`config.mk`:
```
export PLATFORM = sky130hd
export DESIGN_NAME = spi_master_ctrl
export DESIGN_NICKNAME = d
export VERILOG_FILES = /design/src/rtl/spi_master_ctrl.sv
export SDC_FILE = /design/constraint.sdc
export NUM_CORES = 1
export LEC_CHECK = 0
export ABC_AREA = 1
export CORE_UTILIZATION = 40
export DETAILED_ROUTE_END_ITERATION = 10
export PLACE_DENSITY_LB_ADDON = 0.15
export RECOVER_POWER = 25
export SLEW_MARGIN = 15
export SYNTH_ARGS = -nofsm -noshare
export SYNTH_HDL_FRONTEND = slang
export SYNTH_SLANG_ARGS = --single-unit
```
`constraint.sdc`:
```
create_clock -name pclk -period 4.6 [get_ports pclk]
set_input_delay 0.92 -clock pclk [delete_from_list [all_inputs] [get_ports pclk]]
set_output_delay 0.92 -clock pclk [all_outputs]
set_load 0.01 [all_outputs]
```
`src/rtl/spi_master_ctrl.sv`:
```
// SPI master controller: one full-duplex word per start request.
// Configuration is latched when a transfer is accepted. cs frames the transfer
// with programmable setup/hold times and is forced high for at least two
// cycles between transfers. All four SPI modes are supported, in either bit order.
module spi_master_ctrl #(
  parameter int DATA_WIDTH = 8,
  parameter int CS_SETUP   = 2,
  parameter int CS_HOLD    = 2
) (
  input  logic                  pclk,
  input  logic                  areset,
  input  logic                  start,
  output logic                  ready,
  input  logic [DATA_WIDTH-1:0] tx_data,
  input  logic                  cpol,
  input  logic                  cpha,
  input  logic                  msb_first,
  input  logic [7:0]            baud_div,
  output logic [DATA_WIDTH-1:0] rx_data,
  output logic                  rx_valid,
  output logic                  sclk,
  output logic                  cs,
  output logic                  mosi0,
  input  logic                  miso0
);

  localparam int             EW         = $clog2(2 * DATA_WIDTH + 1);
  localparam logic [EW-1:0]  LAST_EDGE  = EW'(2 * DATA_WIDTH);
  localparam logic [3:0]     SETUP_LAST = 4'(CS_SETUP - 1);
  localparam logic [3:0]     HOLD_LAST  = 4'(CS_HOLD - 1);

  typedef enum logic [2:0] {IDLE, SETUP, TRANSFER, HOLD, GAP} state_t;

  state_t                state_q, state_d;
  logic                  cpol_q, cpol_d;
  logic                  cpha_q, cpha_d;
  logic                  msb_q, msb_d;
  logic [7:0]            baud_q, baud_d;
  logic [DATA_WIDTH-1:0] tx_sh_q, tx_sh_d;
  logic [DATA_WIDTH-1:0] rx_sh_q, rx_sh_d;
  logic [DATA_WIDTH-1:0] rx_data_q, rx_data_d;
  logic                  rx_valid_q, rx_valid_d;
  logic                  sclk_q, sclk_d;
  logic                  mosi_q, mosi_d;
  logic [7:0]            div_cnt_q, div_cnt_d;
  logic [EW-1:0]         edge_cnt_q, edge_cnt_d;
  logic [3:0]            ph_cnt_q, ph_cnt_d;

  // Bit-order helpers for the latched transmit/receive shifters.
  logic                  tx_out;
  logic [DATA_WIDTH-1:0] tx_shifted;
  logic [DATA_WIDTH-1:0] rx_shifted;
  assign tx_out     = msb_q ? tx_sh_q[DATA_WIDTH-1] : tx_sh_q[0];
  assign tx_shifted = msb_q ? {tx_sh_q[DATA_WIDTH-2:0], 1'b0} : {1'b0, tx_sh_q[DATA_WIDTH-1:1]};
  assign rx_shifted = msb_q ? {rx_sh_q[DATA_WIDTH-2:0], miso0} : {miso0, rx_sh_q[DATA_WIDTH-1:1]};

  assign ready    = (state_q == IDLE);
  assign cs       = (state_q == IDLE) || (state_q == GAP);
  assign sclk     = sclk_q;
  assign mosi0    = mosi_q;
  assign rx_data  = rx_data_q;
  assign rx_valid = rx_valid_q;

  // State and datapath registers; reset aborts any transfer without a valid pulse.
  always_ff @(posedge pclk or posedge areset) begin
    if (areset) begin
      state_q    <= IDLE;
      cpol_q     <= 1'b0;
      cpha_q     <= 1'b0;
      msb_q      <= 1'b0;
      baud_q     <= '0;
      tx_sh_q    <= '0;
      rx_sh_q    <= '0;
      rx_data_q  <= '0;
      rx_valid_q <= 1'b0;
      sclk_q     <= 1'b0;
      mosi_q     <= 1'b0;
      div_cnt_q  <= '0;
      edge_cnt_q <= '0;
      ph_cnt_q   <= '0;
    end else begin
      state_q    <= state_d;
      cpol_q     <= cpol_d;
      cpha_q     <= cpha_d;
      msb_q      <= msb_d;
      baud_q     <= baud_d;
      tx_sh_q    <= tx_sh_d;
      rx_sh_q    <= rx_sh_d;
      rx_data_q  <= rx_data_d;
      rx_valid_q <= rx_valid_d;
      sclk_q     <= sclk_d;
      mosi_q     <= mosi_d;
      div_cnt_q  <= div_cnt_d;
      edge_cnt_q <= edge_cnt_d;
      ph_cnt_q   <= ph_cnt_d;
    end
  end

  // Next-state logic: framing phases, sclk divider, and shift/sample on sclk edges.
  always_comb begin
    logic [EW-1:0] edge_num;
    logic          leading;
    logic          do_sample;
    logic          do_shift;
    state_d    = state_q;
    cpol_d     = cpol_q;
    cpha_d     = cpha_q;
    msb_d      = msb_q;
    baud_d     = baud_q;
    tx_sh_d    = tx_sh_q;
    rx_sh_d    = rx_sh_q;
    rx_data_d  = rx_data_q;
    rx_valid_d = 1'b0;
    sclk_d     = sclk_q;
    mosi_d     = mosi_q;
    div_cnt_d  = div_cnt_q;
    edge_cnt_d = edge_cnt_q;
    ph_cnt_d   = ph_cnt_q;
    edge_num   = edge_cnt_q + 1'b1;
    // Edges are numbered from 1: odd edges lead, even edges trail.
    leading    = ~edge_cnt_q[0];
    do_sample  = 1'b0;
    do_shift   = 1'b0;

    case (state_q)
      IDLE: begin
        if (start) begin
          state_d  = SETUP;
          cpol_d   = cpol;
          cpha_d   = cpha;
          msb_d    = msb_first;
          baud_d   = baud_div;
          sclk_d   = cpol;
          ph_cnt_d = '0;
          rx_sh_d  = '0;
          if (!cpha) begin
            // Mode with cpha=0 needs the first bit on the wire before the first edge.
            mosi_d  = msb_first ? tx_data[DATA_WIDTH-1] : tx_data[0];
            tx_sh_d = msb_first ? {tx_data[DATA_WIDTH-2:0], 1'b0} : {1'b0, tx_data[DATA_WIDTH-1:1]};
          end else begin
            mosi_d  = 1'b0;
            tx_sh_d = tx_data;
          end
        end
      end
      SETUP: begin
        if (ph_cnt_q == SETUP_LAST) begin
          state_d    = TRANSFER;
          div_cnt_d  = '0;
          edge_cnt_d = '0;
        end else begin
          ph_cnt_d = ph_cnt_q + 4'd1;
        end
      end
      TRANSFER: begin
        if (div_cnt_q == baud_q) begin
          div_cnt_d  = '0;
          sclk_d     = ~sclk_q;
          edge_cnt_d = edge_num;
          do_sample  = cpha_q ? ~leading : leading;
          // With cpha=0 the final trailing edge has no further bit to present.
          do_shift   = cpha_q ? leading : (~leading && (edge_num != LAST_EDGE));
          if (do_sample) begin
            rx_sh_d = rx_shifted;
          end
          if (do_shift) begin
            mosi_d  = tx_out;
            tx_sh_d = tx_shifted;
          end
          if (edge_num == LAST_EDGE) begin
            state_d  = HOLD;
            ph_cnt_d = '0;
          end
        end else begin
          div_cnt_d = div_cnt_q + 8'd1;
        end
      end
      HOLD: begin
        if (ph_cnt_q == HOLD_LAST) begin
          state_d    = GAP;
          rx_data_d  = rx_sh_q;
          rx_valid_d = 1'b1;
        end else begin
          ph_cnt_d = ph_cnt_q + 4'd1;
        end
      end
      GAP: begin
        state_d = IDLE;
        mosi_d  = 1'b0;
      end
      default: state_d = IDLE;
    endcase
  end

endmodule

```
==> flow_metrics.env, run 1 <==
export IMPL_status="complete, but fails checks"
export IMPL_violations="max-capacitance violations, max-slew violations"
export IMPL_dpl_hpwl_mm=4.49
export IMPL_cp_startpoint="state_q[2]$_DFFE_PP0P_"
export IMPL_final_area_mm2=0.00375
export IMPL_antenna_cells=0
export IMPL_die_area_mm2=0.00825
export IMPL_min_delay_start="rx_data[3]$_DFFE_PP0P_"
export IMPL_setup_viol=0
export IMPL_crit_path_cell_trace="nor2_1 -> nand2_1 -> inv_1 -> nand2_1 -> nand3_2 -> inv_2 -> nand2_1 -> nand2_1"
export IMPL_total_power_mw=2.19
export IMPL_core_mm2=0.00769
export IMPL_cpMaxStageDelayCell="inv_1"
export IMPL_boundaryPins=36
export IMPL_via_count=2597
export IMPL_wire_per_inst_um=12.3
export IMPL_rsz0062_at_grt="no"
export IMPL_cp_num_buf_inv=2
export IMPL_htreeDepth=3
export IMPL_synthFlopType="dfrtp_1"
export IMPL_first_pass_iters=4
export IMPL_gp_congestion=0.813
export IMPL_die_h_um=90.8
export IMPL_cts_buffers=9
export IMPL_port_buffers=35
export IMPL_antenna_left=0
export IMPL_hold_class="flip-flop to flip-flop"
export IMPL_overflow=0
export IMPL_start_kind="flip-flop"
export IMPL_grt_pass1_wl_mm=11.6
export IMPL_synth_seq_cells=57
export IMPL_synth_distinct_cells=33
export IMPL_dpl_cell_area_mm2=0.00357
export IMPL_die_w_um=90.8
export IMPL_start_util_pct=41.0
export IMPL_ir_drop_v=0.000342
export IMPL_post_place_ws_ns=2.20
export IMPL_synth_edf_count=0
export IMPL_synth_area_leaders="dfrtp_1, nand2_1, o21ai_0"
export IMPL_critPathMaxFanout=29
export IMPL_drv_slew=43
export IMPL_row_count=32
export IMPL_setup_ws_ns=1.93
export IMPL_cts_setup_buffers=0
export IMPL_drt_iter0_drc=156
export IMPL_critical_path_top_delay_family="simple AND/OR/NAND/NOR gates"
export IMPL_cp_data_required_time_ns=4.82
export IMPL_timing_final_crit_share_pct=58.0
export IMPL_antenna_found_initial=0
export IMPL_netlist_instances=387
export IMPL_clkLatencyLatePin_ns=0.33
export IMPL_numClockSinks=57
export IMPL_track_usage_pct=17.7
export IMPL_worst_pin_slew_ns=1.58
export IMPL_cp_arrival_ns=2.89
export IMPL_syn_area_mm2=0.00316
export IMPL_r2r_start="state_q[2]$_DFFE_PP0P_"
export IMPL_cts_root_buf="clkbuf_8"
export IMPL_drive_above_1_share_pct=12.6
export IMPL_yosys_area_top_type="dfrtp_1"
export IMPL_grt_pass1_vias=2496
export IMPL_async_reset_ff_share_pct=100
export IMPL_viasPerCell=4.91
export IMPL_ys_seq_area_share_pct=45.2
export IMPL_clk_pin_slew_ns=0.06
export IMPL_cp_end_kind="flip-flop"
export IMPL_max_stage_delay_ns=0.84
export IMPL_finalHoldViolations=0
export IMPL_drc=0
export IMPL_fmax_mhz=375
export IMPL_fin_worst_skew_ns=0.00629
export IMPL_crit_top_cell="nand2_1"
export IMPL_max_slew_margin_pct=-5.63
export IMPL_n_fill_cell=776
export IMPL_ctsHoldBuffers=0
export IMPL_min_period_ns=2.67
export IMPL_syn_num_nets=414
export IMPL_avgSynthCellArea_um2=8.15
export IMPL_finalWirelength_mm=6.50
export IMPL_cap_violations=1
export IMPL_final_nets=449
export IMPL_yosys_warnings=0
export IMPL_area_growth_pct=19.0
export IMPL_post_cts_resized=0
export IMPL_tns_ns=0
export IMPL_leakage_nw=1.74
export IMPL_grt_max_degree=43
export IMPL_crit_type="flip-flop to flip-flop"
export IMPL_synth_top_area_share_pct=45.2
export IMPL_cts_tree="built"
export IMPL_max_clock_path_buffers=2
export IMPL_pwr_density_cell_mw_per_mm2=585
==> where the power goes <==
| group | leakage [nW] | switching [mW] | total [mW] | internal (mW) |
|---|---|---|---|---|
| clock network | 0.107 | 0.192 | 0.486 | 0.294 |
| logic | 0.890 | 0.535 | 0.887 | 0.352 |
| registers | 0.746 | 0.148 | 0.821 | 0.674 |
| total | 1.74 | 0.875 | 2.19 | 1.32 |
==> final timing paths <==
| check | end | slack [ns] | cells past startpoint |
|---|---|---|---|
| worst min-delay path | rx_data[3]$_DFFE_PP0P_ | 0.48 | 2 |
| min in group asynchronous | rx_data[7]$_DFFE_PP0P_ | 1.51 | 2 |
| worst min register to register | rx_data[3]$_DFFE_PP0P_ | 0.48 | 2 |
| worst max register to register | ph_cnt_q[2]$_DFFE_PP0P_ | 1.93 | 8 |
| max in group asynchronous | tx_sh_q[3]$_DFFE_PP0P_ | 2.10 | 3 |
| worst max-delay path | ph_cnt_q[2]$_DFFE_PP0P_ | 1.93 | 8 |
==> per-layer routing <==
metal / wire length, um / vias up / track usage (%)
li1: - / 1331 / -
met1: 3310 / 1213 / 24.0
met2: 2870 / 47 / 27.1
met3: 230 / 6 / 3.03
met4: 82 / 0 / 9.13
met5: 0 / - / 0
==> stage by stage <==
step	utilization [%]	std cells	hold slack, ns
2_1_floorplan	-	387	0.455
3_3_place_gp	46.4	513	0.462
3_5_place_dp	46.4	513	0.473
4_1_cts	49.1	529	0.489
5_1_grt	48.8	529	0.518
6_report	48.8	529	0.484
==> flip-flops by register name, summed over array words and instances, names as in the netlist, 3 cells and up <==
register	flops
rx_data	8
ph_cnt_q	4
baud_q	8
edge_cnt_q	5
state_q	3
tx_sh_q	8
rx_sh_q	8
div_cnt_q	8
==> synth_stat cells (6+ instances only) <==
cell and n:
inv_2 7, xor2_1 6, nand3_1 16, o22ai_1 6
inv_1 37, o21ai_2 16, o211ai_1 8, o21ai_0 33
nand2_1 106, nor2_1 24, a21oi_1 12, dfrtp_1 57
nand2_2 7
==> layout make-up <==
type,count,area [um^2],area share (%)
multi-input cells,274,1470,39.1
flip-flops and latches,57,1430,38.0
repair buffers,36,358,9.53
clock buffers,14,173,4.60
inverters,44,165,4.40
well taps,102,128,3.40
clock inverters,2,35.0,0.933
==> tightest hold or removal path, stage by stage (launching register included) <==
cell and delay [ns]:
dfrtp_1 0.34, nand2_1 0.05, o21ai_0 0.05
==> cell usage in the layout, fill, tap and decap left out, types with 3 or more instances in the layout <==
master,n
ha_1,4
xor2_1,6
o22ai_1,6
nand4_1,3
o21ai_2,16
nand3_1,16
nor3_1,3
nand2_1,109
o211ai_1,8
inv_2,5
clkdlybuf4s50_1,33
mux2_2,3
a21oi_1,12
nand2_4,3
nor2_1,25
xnor2_1,5
nand2_2,6
o21ai_1,5
clkbuf_8,12
dfrtp_1,57
o21ai_0,33
inv_1,39
==> logic make-up after synthesis <==
family | after synthesis | synth area share [%]
fa+ha+maj | 4 | 1.59
simple gates | 170 | 24.2
flops | 57 | 45.2
buf+inv | 56 | 7.61
compound gates | 86 | 17.2
mux | 3 | 1.07
xor+xnor | 11 | 3.05
Note: power is estimated with default switching activity, not from simulation.
==> run 2, diff against run 1 <==
==> constraint.sdc (replaced) <==
create_clock -name pclk -period 2.54 [get_ports pclk]
set_input_delay 0.508 -clock pclk [delete_from_list [all_inputs] [get_ports pclk]]
set_output_delay 0.508 -clock pclk [all_outputs]
set_load 0.01 [all_outputs]
==> run 2 against run 1 <==
Against the previous run:
- the run now ends clean
- wire length is 1.5% lower
- combinational power is 84% higher
- clock skew hardly changed
- worst hold slack worse by 0.0029 ns
- non-clock buffer count is 1 higher
- global-route usage is 0.43 points lower
- total power is 75% higher
- utilization is 0.065 points lower
==> flow_metrics.env, run 2 (synthesis results as in run 1) <==
export IMPL_hold_ws_ns=0.481
export IMPL_max_slew_margin_pct=37.9
export IMPL_antenna_found_initial=0
export IMPL_antenna_cells=0
export IMPL_cp_arrival_ns=1.69
export IMPL_final_util_pct=48.8
export IMPL_ctsHoldBuffers=0
export IMPL_crit_type="flip-flop to output pin"
export IMPL_rsz0062_at_grt="no"
export IMPL_htreeDepth=3
export IMPL_setup_ws_ns=0.343
export IMPL_setup_viol=0
export IMPL_cts_setup_buffers=0
export IMPL_track_usage_pct=17.3
export IMPL_pwr_density_cell_mw_per_mm2=1030
export IMPL_cp_data_required_time_ns=2.03
export IMPL_worst_pin_slew_ns=0.930
export IMPL_cts_tree="built"
export IMPL_fin_worst_skew_ns=0.00652
export IMPL_max_clock_path_buffers=2
export IMPL_hold_path_endpoint="tx_sh_q[7]$_DFFE_PP0P_"
export IMPL_final_common_cell="nand2_1"
export IMPL_cap_violations=0
export IMPL_row_count=32
export IMPL_grtUsageMet2_pct=25.9
export IMPL_die_w_um=90.8
export IMPL_dpl_hpwl_mm=4.44
export IMPL_fmax_mhz=455
export IMPL_antenna_left=0
export IMPL_start_kind="flip-flop"
export IMPL_die_h_um=90.8
export IMPL_post_cts_resized=0
export IMPL_drt_iter0_drc=141
export IMPL_critPathMaxFanout=4
export IMPL_cts_buffers=9
export IMPL_viasPerCell=4.88
export IMPL_r2r_slack_ns=0.72
export IMPL_cts_root_buf="clkbuf_8"
export IMPL_min_period_ns=2.20
export IMPL_r2r_cells=8
export IMPL_final_nets=450
export IMPL_cp_end_kind="output pin"
export IMPL_drive_above_1_share_pct=13.6
export IMPL_grtUsageMet3_pct=4.71
export IMPL_ir_drop_v=0.000594
export IMPL_numClockSinks=57
export IMPL_gp_congestion=0.834
export IMPL_grt_max_degree=37
export IMPL_start_util_pct=41.0
export IMPL_finalHoldViolations=0
export IMPL_die_area_mm2=0.00825
export IMPL_hold_class="flip-flop to flip-flop"
export IMPL_timing_final_crit_share_pct=86.5
export IMPL_core_mm2=0.00769
export IMPL_area_growth_pct=18.8
export IMPL_grt_pass1_vias=2432
export IMPL_grt_pass1_wl_mm=11.3
export IMPL_clk_pin_slew_ns=0.06
export IMPL_hold_depth=2
export IMPL_min_delay_start="tx_sh_q[7]$_DFFE_PP0P_"
export IMPL_finalWirelength_mm=6.40
export IMPL_overflow=0
export IMPL_post_place_ws_ns=0.569
export IMPL_leakage_nw=1.73
export IMPL_wire_per_inst_um=12.1
export IMPL_port_buffers=35
export IMPL_r2r_end="rx_sh_q[3]$_DFFE_PP0P_"
export IMPL_met1_usage_pct=23.9
export IMPL_r2r_start="state_q[2]$_DFFE_PP0P_"
export IMPL_via_count=2579
export IMPL_top_usage_layer="met2"
export IMPL_first_pass_iters=4
export IMPL_drv_slew=0
export IMPL_total_power_mw=3.85
export IMPL_drc=0
export IMPL_boundaryPins=36
export IMPL_status="finished, final reports clean"
export IMPL_tns_ns=0
export IMPL_clkLatencyLatePin_ns=0.33
export IMPL_mostFrequentLayoutCells="nand2_1, dfrtp_1, inv_1, clkdlybuf4s50_1, o21ai_0"
-- run 2: per-stage QoR --
stage	cells	instance area [um^2]
6_report	528	3750
5_1_grt	528	3750
4_1_cts	528	3750
3_5_place_dp	514	3590
3_3_place_gp	514	3590
2_1_floorplan	387	3160
-- run 2: layout make-up --
class | instances | area (um^2)
well taps | 102 | 128
repair buffers | 37 | 378
inverters | 44 | 165
clock buffers | 14 | 163
flip-flops and latches | 57 | 1430
fillers | 781 | 3940
multi-input cells | 274 | 1490
-- run 2: worst max-delay path: stages (launching register included) --
cell and delay, ns:
dfrtp_1 0.43, nor2_2 0.20, nand2_1 0.11, inv_2 0.09, clkdlybuf4s50_1 0.53
-- run 2: worst max path at each step --
stage	slack (ns)	cells past startpoint	to	startpoint
2_1_floorplan	0.63	1	baud_q[0]$_DFFE_PP0P_	areset
3_5_place_dp	0.57	6	tx_sh_q[1]$_DFFE_PP0P_	cpha
4_1_cts	0.33	4	ready	state_q[1]$_DFFE_PP0P_
5_1_grt	0.23	4	ready	state_q[1]$_DFFE_PP0P_
6_report	0.34	4	ready	state_q[1]$_DFFE_PP0P_
3_3_place_gp	0.60	6	tx_sh_q[1]$_DFFE_PP0P_	cpha
-- run 2: power breakdown --
| part | internal (mW) | leakage, nW | switching [mW] | total [mW] |
|---|---|---|---|---|
| combinational | 0.657 | 0.906 | 0.977 | 1.63 |
| sequential | 1.22 | 0.746 | 0.262 | 1.48 |
| clock | 0.398 | 0.0826 | 0.335 | 0.733 |
-- run 2: metal layers --
layer / up-vias / part of all wire [%]
li1: 1332 / -
met3: 9 / 4.2
met4: 0 / 1.6
met1: 1188 / 50
met5: - / 0
met2: 50 / 44
==> run 3, diff against run 2 <==
==> constraint.sdc (replaced) <==
create_clock -name pclk -period 2.54 [get_ports pclk]
set_input_delay 0.508 -clock pclk [delete_from_list [all_inputs] [get_ports pclk]]
set_output_delay 0.508 -clock pclk [all_outputs]
set_load 0.005 [all_outputs]
==> run 3 against run 2 <==
Against the previous run:
- register-to-register slack gained 0.02 ns
- global-route usage grew 0.11 points
- sequential share of layout area shrank 0.51 points
- die area is the same
- clock-buffer cell count shrank 3
- clock skew is essentially flat
- final cell count grew 0.38%
- non-clock buffer count is the same
- cell area grew 1.4%
- utilization grew 0.67 points
- setup slack gained 0.044 ns
- fmax grew 2.0%
- largest cell class unchanged
==> flow_metrics.env, run 3 (synthesis results as in run 1) <==
export IMPL_status="finished, final reports clean"
export IMPL_max_slew_margin_pct=5.51
export IMPL_cts_tree="built"
export IMPL_grt_max_degree=58
export IMPL_pwr_density_cell_mw_per_mm2=1070
export IMPL_final_common_cell="nand2_1"
export IMPL_antenna_found_initial=0
export IMPL_crit_type="flip-flop to output pin"
export IMPL_r2r_slack_ns=0.74
export IMPL_fmax_mhz=464
export IMPL_worst_pin_slew_ns=1.42
export IMPL_setup_viol=0
export IMPL_start_kind="flip-flop"
export IMPL_overflow=0
export IMPL_tns_ns=0
export IMPL_grt_pass1_wl_mm=11.6
export IMPL_viasPerCell=4.89
export IMPL_boundaryPins=36
export IMPL_final_util_pct=49.4
export IMPL_htreeDepth=3
export IMPL_fin_worst_skew_ns=0.00615
export IMPL_wire_per_inst_um=12.1
export IMPL_die_h_um=90.8
export IMPL_cts_root_buf="clkbuf_8"
export IMPL_dpl_hpwl_mm=4.36
export IMPL_core_mm2=0.00769
export IMPL_ctsHoldBuffers=0
export IMPL_hold_class="flip-flop to flip-flop"
export IMPL_critical_path_top_delay_family="buffers and inverters"
export IMPL_clkLatencyLatePin_ns=0.33
export IMPL_grt_pass1_vias=2529
export IMPL_hold_depth=2
export IMPL_instances_no_fill=530
export IMPL_r2r_cells=7
export IMPL_drv_slew=0
export IMPL_critPathMaxFanout=4
export IMPL_cp_data_required_time_ns=2.03
export IMPL_r2r_end="tx_sh_q[7]$_DFFE_PP0P_"
export IMPL_drc=0
export IMPL_die_w_um=90.8
export IMPL_cp_arrival_ns=1.65
export IMPL_dpl_cell_count=514
export IMPL_antenna_left=0
export IMPL_min_period_ns=2.15
export IMPL_total_power_mw=4.05
export IMPL_r2r_start="state_q[2]$_DFFE_PP0P_"
export IMPL_rsz0062_at_grt="no"
export IMPL_hold_ws_ns=0.482
export IMPL_finalHoldViolations=0
export IMPL_min_delay_start="rx_data[7]$_DFFE_PP0P_"
export IMPL_start_util_pct=41.0
export IMPL_cp_end_kind="output pin"
export IMPL_max_clock_path_buffers=2
export IMPL_final_nets=450
export IMPL_port_buffers=35
export IMPL_timing_final_crit_share_pct=84.8
export IMPL_drive_above_1_share_pct=14.7
export IMPL_cp_num_buf_inv=2
export IMPL_antenna_cells=0
export IMPL_cap_violations=0
export IMPL_gp_congestion=0.844
export IMPL_crit_path_cell_trace="nor2_2 -> nand2_1 -> inv_2 -> clkdlybuf4s50_1"
export IMPL_via_count=2592
export IMPL_area_growth_pct=20.4
export IMPL_leakage_nw=1.76
export IMPL_drt_iter0_drc=105
export IMPL_max_stage_delay_ns=0.50
export IMPL_cts_setup_buffers=0
export IMPL_cpMaxStageDelayCell="clkdlybuf4s50_1"
export IMPL_ir_drop_v=0.000481
export IMPL_mostFrequentLayoutCells="nand2_1, dfrtp_1, inv_1, clkdlybuf4s50_1, o21ai_0"
export IMPL_clk_pin_slew_ns=0.06
export IMPL_post_cts_resized=0
export IMPL_track_usage_pct=17.4
export IMPL_row_count=32
export IMPL_die_area_mm2=0.00825
export IMPL_cts_buffers=9
export IMPL_numClockSinks=57
export IMPL_first_pass_iters=4
export IMPL_hold_path_endpoint="rx_data[7]$_DFFE_PP0P_"
export IMPL_finalWirelength_mm=6.41
==> run 3: cell count changes in the layout (fill, tap and decap cells not counted), sizes merged <==
cell	change
clkinv	+3
buf	-1
clkinvlp	+1
inv	-1
bufinv	+2
clkbuf	-2
==> run 3: through the flow <==
step | instance area, um^2 | setup slack [ns]
6_report | 3800 | 0.386
5_1_grt | 3800 | 0.244
4_1_cts | 3810 | 0.378
3_5_place_dp | 3590 | 0.571
3_3_place_gp | 3590 | 0.596
2_1_floorplan | 3160 | 0.632
==> run 3: worst max path at each step <==
stage	start	end	cells past startpoint
4_1_cts	state_q[1]$_DFFE_PP0P_	ready	4
5_1_grt	areset	state_q[1]$_DFFE_PP0P_	3
2_1_floorplan	areset	baud_q[0]$_DFFE_PP0P_	1
3_3_place_gp	cpha	tx_sh_q[1]$_DFFE_PP0P_	6
6_report	state_q[1]$_DFFE_PP0P_	ready	4
3_5_place_dp	cpha	tx_sh_q[0]$_DFFE_PP0P_	6
==> run 3: worst reg2reg max path, cell delays in order (launching register included) <==
cell and delay [ns]:
dfrtp_1 0.45, nor2_2 0.14, nand2_2 0.16, inv_2 0.26, buf_4 0.31, o21ai_0 0.14, o21ai_0 0.14, o21ai_2 0.10
==> run 3: area by class of cell <==
| type | count | area (um^2) |
|---|---|---|
| fillers | 771 | 3890 |
| repair buffers | 37 | 363 |
| well taps | 102 | 128 |
| clock buffers | 11 | 151 |
| inverters | 44 | 165 |
| flip-flops and latches | 57 | 1430 |
| clock inverters | 5 | 77.6 |
| multi-input cells | 274 | 1490 |
==> run 3: where the power goes <==
part | total (mW) | switching [mW] | internal, mW
logic | 1.60 | 0.948 | 0.652
registers | 1.48 | 0.264 | 1.22
clock network | 0.967 | 0.365 | 0.602
==> run 3: metal layers <==
metal / wire length, um / track usage [%]
met1: 3300 / 24.1
met2: 2760 / 26.2
met3: 255 / 4.46
met4: 99 / 6.22
met5: 0 / 0
